`config.mk`:
```
export PLATFORM = sky130hd
export DESIGN_NAME = id_instr_assembler
export DESIGN_NICKNAME = d
export VERILOG_FILES = /design/src/rtl/isa_pkg.sv /design/src/rtl/id_instr_assembler.sv
export SDC_FILE = /design/constraint.sdc
export NUM_CORES = 1
export LEC_CHECK = 0
export CAP_MARGIN = 5
export CORE_MARGIN = 5
export CORE_UTILIZATION = 51
export DETAILED_ROUTE_END_ITERATION = 6
export PLACE_DENSITY = 0.8
export SLEW_MARGIN = 20
export SYNTH_ARGS = -nofsm -noshare
export SYNTH_HDL_FRONTEND = slang
export SYNTH_SLANG_ARGS = --single-unit
export TNS_END_PERCENT = 5
```
`constraint.sdc`:
```
create_clock -name clk -period 2.8 [get_ports clk]
set_clock_uncertainty 0.05 [all_clocks]
set_input_delay 0.56 -clock clk [delete_from_list [all_inputs] [get_ports clk]]
set_output_delay 0.56 -clock clk [all_outputs]
set_load 0.05 [all_outputs]
```
`src/rtl/isa_pkg.sv`:
```
// Instruction-set constants shared by the fetch/decode boundary logic.
package isa_pkg;

   localparam logic [15:0] NOP_WORD    = 16'h0000;
   localparam int          CLASS_HI    = 15;
   localparam int          CLASS_LO    = 14;
   localparam logic [1:0]  CLASS_IMM   = 2'b10;

   typedef enum logic {
      S_OPC = 1'b0,
      S_IMM = 1'b1
   } asm_state_t;

   function automatic logic needs_imm(input logic [15:0] w);
      return w[CLASS_HI:CLASS_LO] == CLASS_IMM;
   endfunction

endpackage

```
`src/rtl/id_instr_assembler.sv`:
```
// Pairs immediate-class opcode words with their trailing immediate word and
// presents whole instructions (or NOP bubbles) to the IF/ID register.
module id_instr_assembler #(
   parameter int          PC_W     = 32,
   parameter logic [15:0] NOP_WORD = isa_pkg::NOP_WORD
) (
   input  logic            clk,
   input  logic            rst,
   input  logic            in_valid,
   input  logic [15:0]     in_word,
   input  logic [PC_W-1:0] in_pc,
   input  logic            stall,
   input  logic            flush,
   output logic            out_valid,
   output logic [15:0]     out_instr,
   output logic [15:0]     out_imm,
   output logic            out_has_imm,
   output logic [PC_W-1:0] out_pc,
   output logic [PC_W-1:0] out_next_pc,
   output logic            iam_bubble
);
   import isa_pkg::*;

   asm_state_t      state_q, state_d;
   logic [15:0]     hold_word_q, hold_word_d;
   logic [PC_W-1:0] hold_pc_q, hold_pc_d;

   logic            out_valid_q, out_valid_d;
   logic [15:0]     out_instr_q, out_instr_d;
   logic [15:0]     out_imm_q, out_imm_d;
   logic            out_has_imm_q, out_has_imm_d;
   logic [PC_W-1:0] out_pc_q, out_pc_d;
   logic [PC_W-1:0] out_next_pc_q, out_next_pc_d;

   always_comb begin
      state_d       = state_q;
      hold_word_d   = hold_word_q;
      hold_pc_d     = hold_pc_q;
      out_valid_d   = out_valid_q;
      out_instr_d   = out_instr_q;
      out_imm_d     = out_imm_q;
      out_has_imm_d = out_has_imm_q;
      out_pc_d      = out_pc_q;
      out_next_pc_d = out_next_pc_q;

      if (flush) begin
         state_d       = S_OPC;
         hold_word_d   = '0;
         hold_pc_d     = '0;
         out_valid_d   = 1'b0;
         out_instr_d   = NOP_WORD;
         out_imm_d     = '0;
         out_has_imm_d = 1'b0;
         out_pc_d      = '0;
         out_next_pc_d = '0;
      end else if (!stall) begin
         // Bubble by default; overwritten below when a whole instruction forms.
         out_valid_d   = 1'b0;
         out_instr_d   = NOP_WORD;
         out_imm_d     = '0;
         out_has_imm_d = 1'b0;
         out_pc_d      = '0;
         out_next_pc_d = '0;
         if (in_valid) begin
            unique case (state_q)
               S_OPC: begin
                  if (needs_imm(in_word)) begin
                     hold_word_d = in_word;
                     hold_pc_d   = in_pc;
                     state_d     = S_IMM;
                  end else begin
                     out_valid_d   = 1'b1;
                     out_instr_d   = in_word;
                     out_pc_d      = in_pc;
                     out_next_pc_d = in_pc + PC_W'(1);
                  end
               end
               S_IMM: begin
                  // The word here is always data, never re-classified.
                  out_valid_d   = 1'b1;
                  out_instr_d   = hold_word_q;
                  out_imm_d     = in_word;
                  out_has_imm_d = 1'b1;
                  out_pc_d      = hold_pc_q;
                  out_next_pc_d = hold_pc_q + PC_W'(2);
                  state_d       = S_OPC;
               end
               default: state_d = S_OPC;
            endcase
         end
      end
   end

   always_ff @(posedge clk) begin
      if (rst) begin
         state_q       <= S_OPC;
         hold_word_q   <= '0;
         hold_pc_q     <= '0;
         out_valid_q   <= 1'b0;
         out_instr_q   <= NOP_WORD;
         out_imm_q     <= '0;
         out_has_imm_q <= 1'b0;
         out_pc_q      <= '0;
         out_next_pc_q <= '0;
      end else begin
         state_q       <= state_d;
         hold_word_q   <= hold_word_d;
         hold_pc_q     <= hold_pc_d;
         out_valid_q   <= out_valid_d;
         out_instr_q   <= out_instr_d;
         out_imm_q     <= out_imm_d;
         out_has_imm_q <= out_has_imm_d;
         out_pc_q      <= out_pc_d;
         out_next_pc_q <= out_next_pc_d;
      end
   end

   assign out_valid   = out_valid_q;
   assign out_instr   = out_instr_q;
   assign out_imm     = out_imm_q;
   assign out_has_imm = out_has_imm_q;
   assign out_pc      = out_pc_q;
   assign out_next_pc = out_next_pc_q;
   assign iam_bubble  = ~out_valid_q;

endmodule

```
==> run metrics, run 1 <==
R2R Path Start=hold_pc_q[1]$_SDFFE_PP0P_; final wirelength=21.0 mm; maximum VDD drop=412 µV; Worst Hold Launch=hold_word_q[15]$_SDFFE_PP0P_; DRT antenna net count=0; Reg power frac=0.419; worst r2r dst=out_next_pc[29]$_SDFFE_PP0N_; cell area after synthesis=6830 µm²; vias per cell=5.86; grt met3 use=0.0783; Overall Power=5.11 mW; Sw Pwr=1.18 mW; cts repair resizes=0; die extent in x=126 µm; Final min period=2.40 ns; fin crit share=0.857; Area growth syn-to-layout=36.2%; Largest stage delay, worst path=0.44 ns; die area=15800 µm²; commonest cells after routing, fill and taps aside=nand2_1 (150), clkdlybuf4s50_1 (150), dfxtp_1 (146), nor2_1 (91), a21oi_1 (66); FMAX=0.417 GHz; Post-CTS Setup Bufs=0; Int Pwr=3.93 mW; PortBufs=151; Final setup viols=0; Detailed Routing Iterations Pass 1=7; crit path DAT=2.65 ns; DRC Markers=7; initial antenna violation count=0; Synth Flop Type=dfxtp_1; area share of the leading cell type in the synthesized netlist=0.431; end of the worst hold path=out_instr[15]$_SDFFE_PP0N_; post-synth top area cell=dfxtp_1; DRT iter0 DRCs=729; asr flop ratio synth=0; syn_area_per_cell=8.21 µm²; clock share of power=0.481; Yosys reg bits=147; switch share=0.231; layout cells sized above 1=0.102; largest net degree at the start of global routing=60; CP Capture Type=flip-flop; layout net count=1038; Vias=6864; routability cong.=0.880; slew at the pin closest to its max-slew limit=0.955 ns; Clk Latency, worst-skew pair=0.42 ns; CTS tree=yes; met2 Use GR=0.411; drt wl/cell=17.9 µm; TritonCTS buffer count=17; sequential fraction of the synthesis area=0.431; r2r setup slk=0.40 ns; syn nets=886; Slew HR=0.361; vias in the first global route=6445; Core Rows=42; pre-CTS WS=0.0746 ns; DIE HEIGHT=126 µm; Antenna diodes=0; LEAKAGE=3.15 nW; synth warn=0; met1 GRT Util=0.332; EDFF count, synth=0; H-tree depth=4; pwr/cell area=549 nW/µm²; Starting Density=0.517; CTS Root Cell=clkbuf_16; Slew Limit Fails=0; clock buffer depth=2; Crit path required time=3.05 ns; R2R depth=8; most used routing layer=met2; CTS Hold Buffers Added=0; Non-Filler Instances=1171; top cells by area, synth=dfxtp_1 (43%), nand2_1 (8.2%), a22oi_1 (5.8%); # IOs=152; post-synth cell types=52; core area=13200 µm²; Crit Path Max Fanout=7; unrepaired setup endpoints after global routing=no; Hold Crit Class=reg -> reg; Syn Inst Count=831; max cap viols=0; final setup TNS=0 ns; clock-pin slew on the worst setup and hold paths=0.06 ns; GRT Residual Overflow=0; slowest CP cell=dfxtp_1; part of the power in combinational logic=0.100; Post-DP HPWL=14.1 mm; CP Cell Sequence=ha_1 > and4_1 > buf_4 > nor4b_1 > buf_4 > nand3_1 > o21ai_0 > o21ai_0; hold path depth=2; # clock sinks=147; Final Hold Viols=0; GRT Util Overall=0.259; CP startpoint kind=flip-flop; first-pass GRT wire length=33.2 mm; CP Class=reg -> reg; status=finished with violations; Fill cells=998; final worst slack=0.400 ns; Inst Count DP=1140; violated checks=design-rule violations
routing by layer:
| metal | vias up | routed length [µm] |
|---|---|---|
| met3 | 41 | 1880 |
| met1 | 3250 | 8850 |
| met2 | 324 | 9750 |
| met4 | 0 | 516 |
| met5 | - | 0 |
| li1 | 3249 | - |
cells in the mapped netlist (all sizes together) (2+ instances only):
master / n
nand2: 150
a311oi: 2
nand2b: 4
mux2: 12
a22o: 6
nor4: 4
nor4b: 2
ha: 2
xnor2: 36
nand4b: 2
and2: 5
dfxtp: 147
inv: 10
nor2b: 2
nor3: 11
a22oi: 53
a32oi: 2
o21ai: 28
and3: 9
nor2: 91
and4: 11
a221oi: 4
xor2: 18
clkbuf: 48
a222oi: 23
a31oi: 2
a21oi: 67
buf: 18
nand4: 20
nand3: 24
mux2i: 7
sequential cells by signal (all words and copies together) (netlist names):
register,flops
out_instr,16
out_next_pc,32
state_q,1
out_imm,16
hold_word_q,16
out_has_imm,1
out_valid,1
hold_pc_q,32
out_pc,32
layout make-up:
cell class | count | area [µm²] | share of cell area
well taps | 176 | 220 | 0.0237
multi-input cells | 606 | 3540 | 0.381
flip-flops and latches | 147 | 2940 | 0.317
inverters | 10 | 37.5 | 0.00404
repair buffers | 201 | 1920 | 0.207
clock buffers | 22 | 454 | 0.0489
clock inverters | 9 | 178 | 0.0191
worst max-delay path: cells and delay by family (launching register included):
family,cells,cell delay (ns)
buf+inv,2,0.41
fa+ha+maj,1,0.24
simple gates,3,0.77
flops,1,0.44
compound gates,2,0.37
worst max-delay path by stage:
stage / from / to / slack, ns / depth (start not counted)
after CTS: hold_pc_q[1]$_SDFFE_PP0P_ / out_next_pc[29]$_SDFFE_PP0N_ / 0.47 / 8
after global placement: in_pc[11] / out_next_pc[15]$_SDFFE_PP0N_ / 0.13 / 8
after floorplan: in_pc[18] / out_next_pc[31]$_SDFFE_PP0N_ / 0.49 / 7
after detailed placement: in_pc[5] / out_next_pc[30]$_SDFFE_PP0N_ / 0.07 / 8
final: hold_pc_q[1]$_SDFFE_PP0P_ / out_next_pc[29]$_SDFFE_PP0N_ / 0.40 / 8
after global routing: hold_pc_q[6]$_SDFFE_PP0P_ / out_next_pc[28]$_SDFFE_PP0N_ / 0.22 / 6
cells by family after synthesis:
| kind of cell | count (synthesis) | share of synthesized area |
|---|---|---|
| and+or+nand+nor | 340 | 0.227 |
| adders and majority gates | 2 | 0.00367 |
| AOI/OAI and AO/OA | 191 | 0.186 |
| buffers and inverters | 78 | 0.0522 |
| muxes | 19 | 0.0301 |
| DFF | 147 | 0.431 |
| xor gates and xnor gates | 54 | 0.0693 |
power by group through the flow:
| stage | Clock, mW | Sequential (mW) | Combinational [mW] |
|---|---|---|---|
| 5_1_grt | 2.57 | 2.14 | 0.542 |
| 3_3_place_gp | 0 | 2.18 | 0.498 |
| 3_5_place_dp | 0 | 2.18 | 0.501 |
| 2_1_floorplan | 0 | 2.25 | 0.191 |
| 6_report | 2.46 | 2.14 | 0.510 |
| 4_1_cts | 2.48 | 2.14 | 0.505 |
stage by stage:
stage | hold slack [ns] | utilization | area, µm²
detailed placement | 0.397 | 0.657 | 8660
global placement | 0.388 | 0.657 | 8660
CTS | 0.406 | 0.705 | 9290
finish | 0.401 | 0.705 | 9290
global route | 0.434 | 0.705 | 9290
floorplan | 0.382 | - | 6830
Note: power is estimated with default switching activity, not from simulation.
==> inputs of run 2 (changes only) <==
--- a/config.mk
+++ b/config.mk
@@ -8,6 +8,7 @@
 export CAP_MARGIN = 5
 export CORE_MARGIN = 5
 export CORE_UTILIZATION = 51
+export CTS_CLUSTER_SIZE = 24
 export DETAILED_ROUTE_END_ITERATION = 6
 export PLACE_DENSITY = 0.8
 export SLEW_MARGIN = 20
==> constraint.sdc (replaced) <==
create_clock -name clk -period 2.4 [get_ports clk]
set_clock_uncertainty 0.05 [all_clocks]
set_input_delay 0.48 -clock clk [delete_from_list [all_inputs] [get_ports clk]]
set_output_delay 0.48 -clock clk [all_outputs]
set_load 0.05 [all_outputs]
==> run metrics, run 2 (synthesis results as in run 1) <==
routability cong.=0.879 (-0.17%); Final Hold Viols=0 (unchanged); Layout Utilization=0.720 (+0.0150); max cap viols=0 (unchanged); slew at the pin closest to its max-slew limit=0.572 ns (-0.383 ns); clock-pin slew on the worst setup and hold paths=0.06 ns (about the same); LEAKAGE=3.29 nW (+4.3%); CP startpoint kind=flip-flop; # clock sinks=147 (unchanged); final wirelength=21.2 mm (+0.80%); Largest stage delay, worst path=0.84 ns (+0.40 ns); Final setup viols=0 (unchanged); status=complete, no violations; Slew HR=0.618 (+0.256); first-pass GRT wire length=33.8 mm (+1.8%); clock buffer depth=2 (unchanged); layout cells sized above 1=0.135 (+0.0333); DRC Markers=0 (-7); initial antenna violation count=0 (unchanged); CP Cell Sequence=clkdlybuf4s50_1; CTS Root Cell=clkbuf_16; area of placed instances=8940 µm² (+3.3%); # IOs=152 (unchanged); drt wl/cell=17.5 µm (-2.3%); fin area=9490 µm² (+2.1%); Crit path required time=1.87 ns (-1.18 ns); Area growth syn-to-layout=39.0%; Crit Path Max Fanout=3 (-4); Final min period=2.21 ns; H-tree depth=4 (unchanged); Hold WS=0.401 ns (-0.0000860 ns); CP Class=reg -> out; cts repair resizes=0 (unchanged); Detailed Routing Iterations Pass 1=6 (-1); CTS Hold Buffers Added=0 (unchanged); DRT antenna net count=0 (unchanged); Fill cells=984 (-1.4%); Overall Power=5.58 mW (+9.2%); die area=15800 µm² (unchanged); FMAX=0.452 GHz; maximum VDD drop=519 µV (+26%); Vias=6961 (+1.4%); pwr/cell area=587 nW/µm² (+6.9%); Core Rows=42 (unchanged); Slew Limit Fails=0 (unchanged); DIE HEIGHT=126 µm (unchanged); unrepaired setup endpoints after global routing=no; vias per cell=5.76 (-1.7%); vias in the first global route=6547 (+1.6%); TritonCTS buffer count=17 (unchanged); Int Pwr=4.16 mW (+5.9%); GRT Residual Overflow=0 (unchanged); core area=13200 µm² (unchanged); layout net count=1074 (+3.5%); switch share=0.254 (+0.0236); Post-DP HPWL=14.9 mm (+5.3%); Clk Latency, worst-skew pair=0.43 ns (about the same); part of the power in combinational logic=0.113 (+0.013); die extent in x=126 µm (unchanged); commonest cells after routing, fill and taps aside=nand2_1 (150), clkdlybuf4s50_1 (150), dfxtp_1 (146), nor2_1 (91), buf_4 (82); fin crit share=0.922; Hold Crit Class=reg -> reg; Starting Density=0.517 (unchanged); Buf/Inv on CP=1 (-1); GRT Util Overall=0.260 (+0.000460); Post-CTS Setup Bufs=0 (unchanged); clock share of power=0.440 (-0.041); CP delay by family, top=buffers and inverters; PortBufs=151 (unchanged); Sw Pwr=1.42 mW (+20%); crit path DAT=1.68 ns (-0.97 ns); Reg power frac=0.448 (+0.029); CTS tree=yes; CP Capture Type=output pin; slowest CP cell=clkdlybuf4s50_1; Non-Filler Instances=1208 (+3.2%); largest net degree at the start of global routing=80 (+33%); Inst Count DP=1176 (+3.2%); DRT iter0 DRCs=872 (+20%)
run 2: cell type report:
class,count,area [µm²],share of cell area
Clock inverter,12,111,0.0117
Timing Repair Buffer,237,2200,0.232
Antenna cell,1,2.50,0.000264
Sequential cell,147,2940,0.310
Clock buffer,19,433,0.0456
Multi-Input combinational cell,606,3540,0.373
Tap cell,176,220,0.0232
Inverter,10,37.5,0.00396
run 2: per-layer routing:
| layer | part of all wire | routed length [µm] | track usage |
|---|---|---|---|
| met3 | 0.099 | 2100 | 0.0703 |
| met5 | 0 | 0 | 0 |
| met4 | 0.013 | 269 | 0.0695 |
| met2 | 0.47 | 9910 | 0.429 |
| met1 | 0.42 | 8890 | 0.338 |
run 2: through the flow:
stage	setup TNS [ns]	worst slack, ns
2_1_floorplan	0	0.167
3_3_place_gp	-0.425	-0.128
3_5_place_dp	-1.13	-0.206
4_1_cts	0	0.198
5_1_grt	0	0.0985
6_report	0	0.188
run 2: power by group through the flow:
| stage | Clock [mW] | Combinational [mW] | Sequential, mW |
|---|---|---|---|
| floorplan | 0 | 0.223 | 2.63 |
| global placement | 0 | 0.611 | 2.55 |
| detailed placement | 0 | 0.616 | 2.55 |
| CTS | 2.48 | 0.621 | 2.49 |
| global route | 2.58 | 0.665 | 2.50 |
| finish | 2.45 | 0.627 | 2.50 |
run 2: final timing paths:
path	slack [ns]	end	cells after the start	start
setup / recovery	0.19	out_next_pc[26]	1	out_next_pc[26]$_SDFFE_PP0N_
hold / removal	0.40	out_next_pc[15]$_SDFFE_PP0N_	1	out_next_pc[15]$_SDFFE_PP0N_
setup reg to reg	0.23	out_next_pc[31]$_SDFFE_PP0N_	6	hold_pc_q[8]$_SDFFE_PP0P_
hold reg to reg	0.40	out_next_pc[15]$_SDFFE_PP0N_	1	out_next_pc[15]$_SDFFE_PP0N_
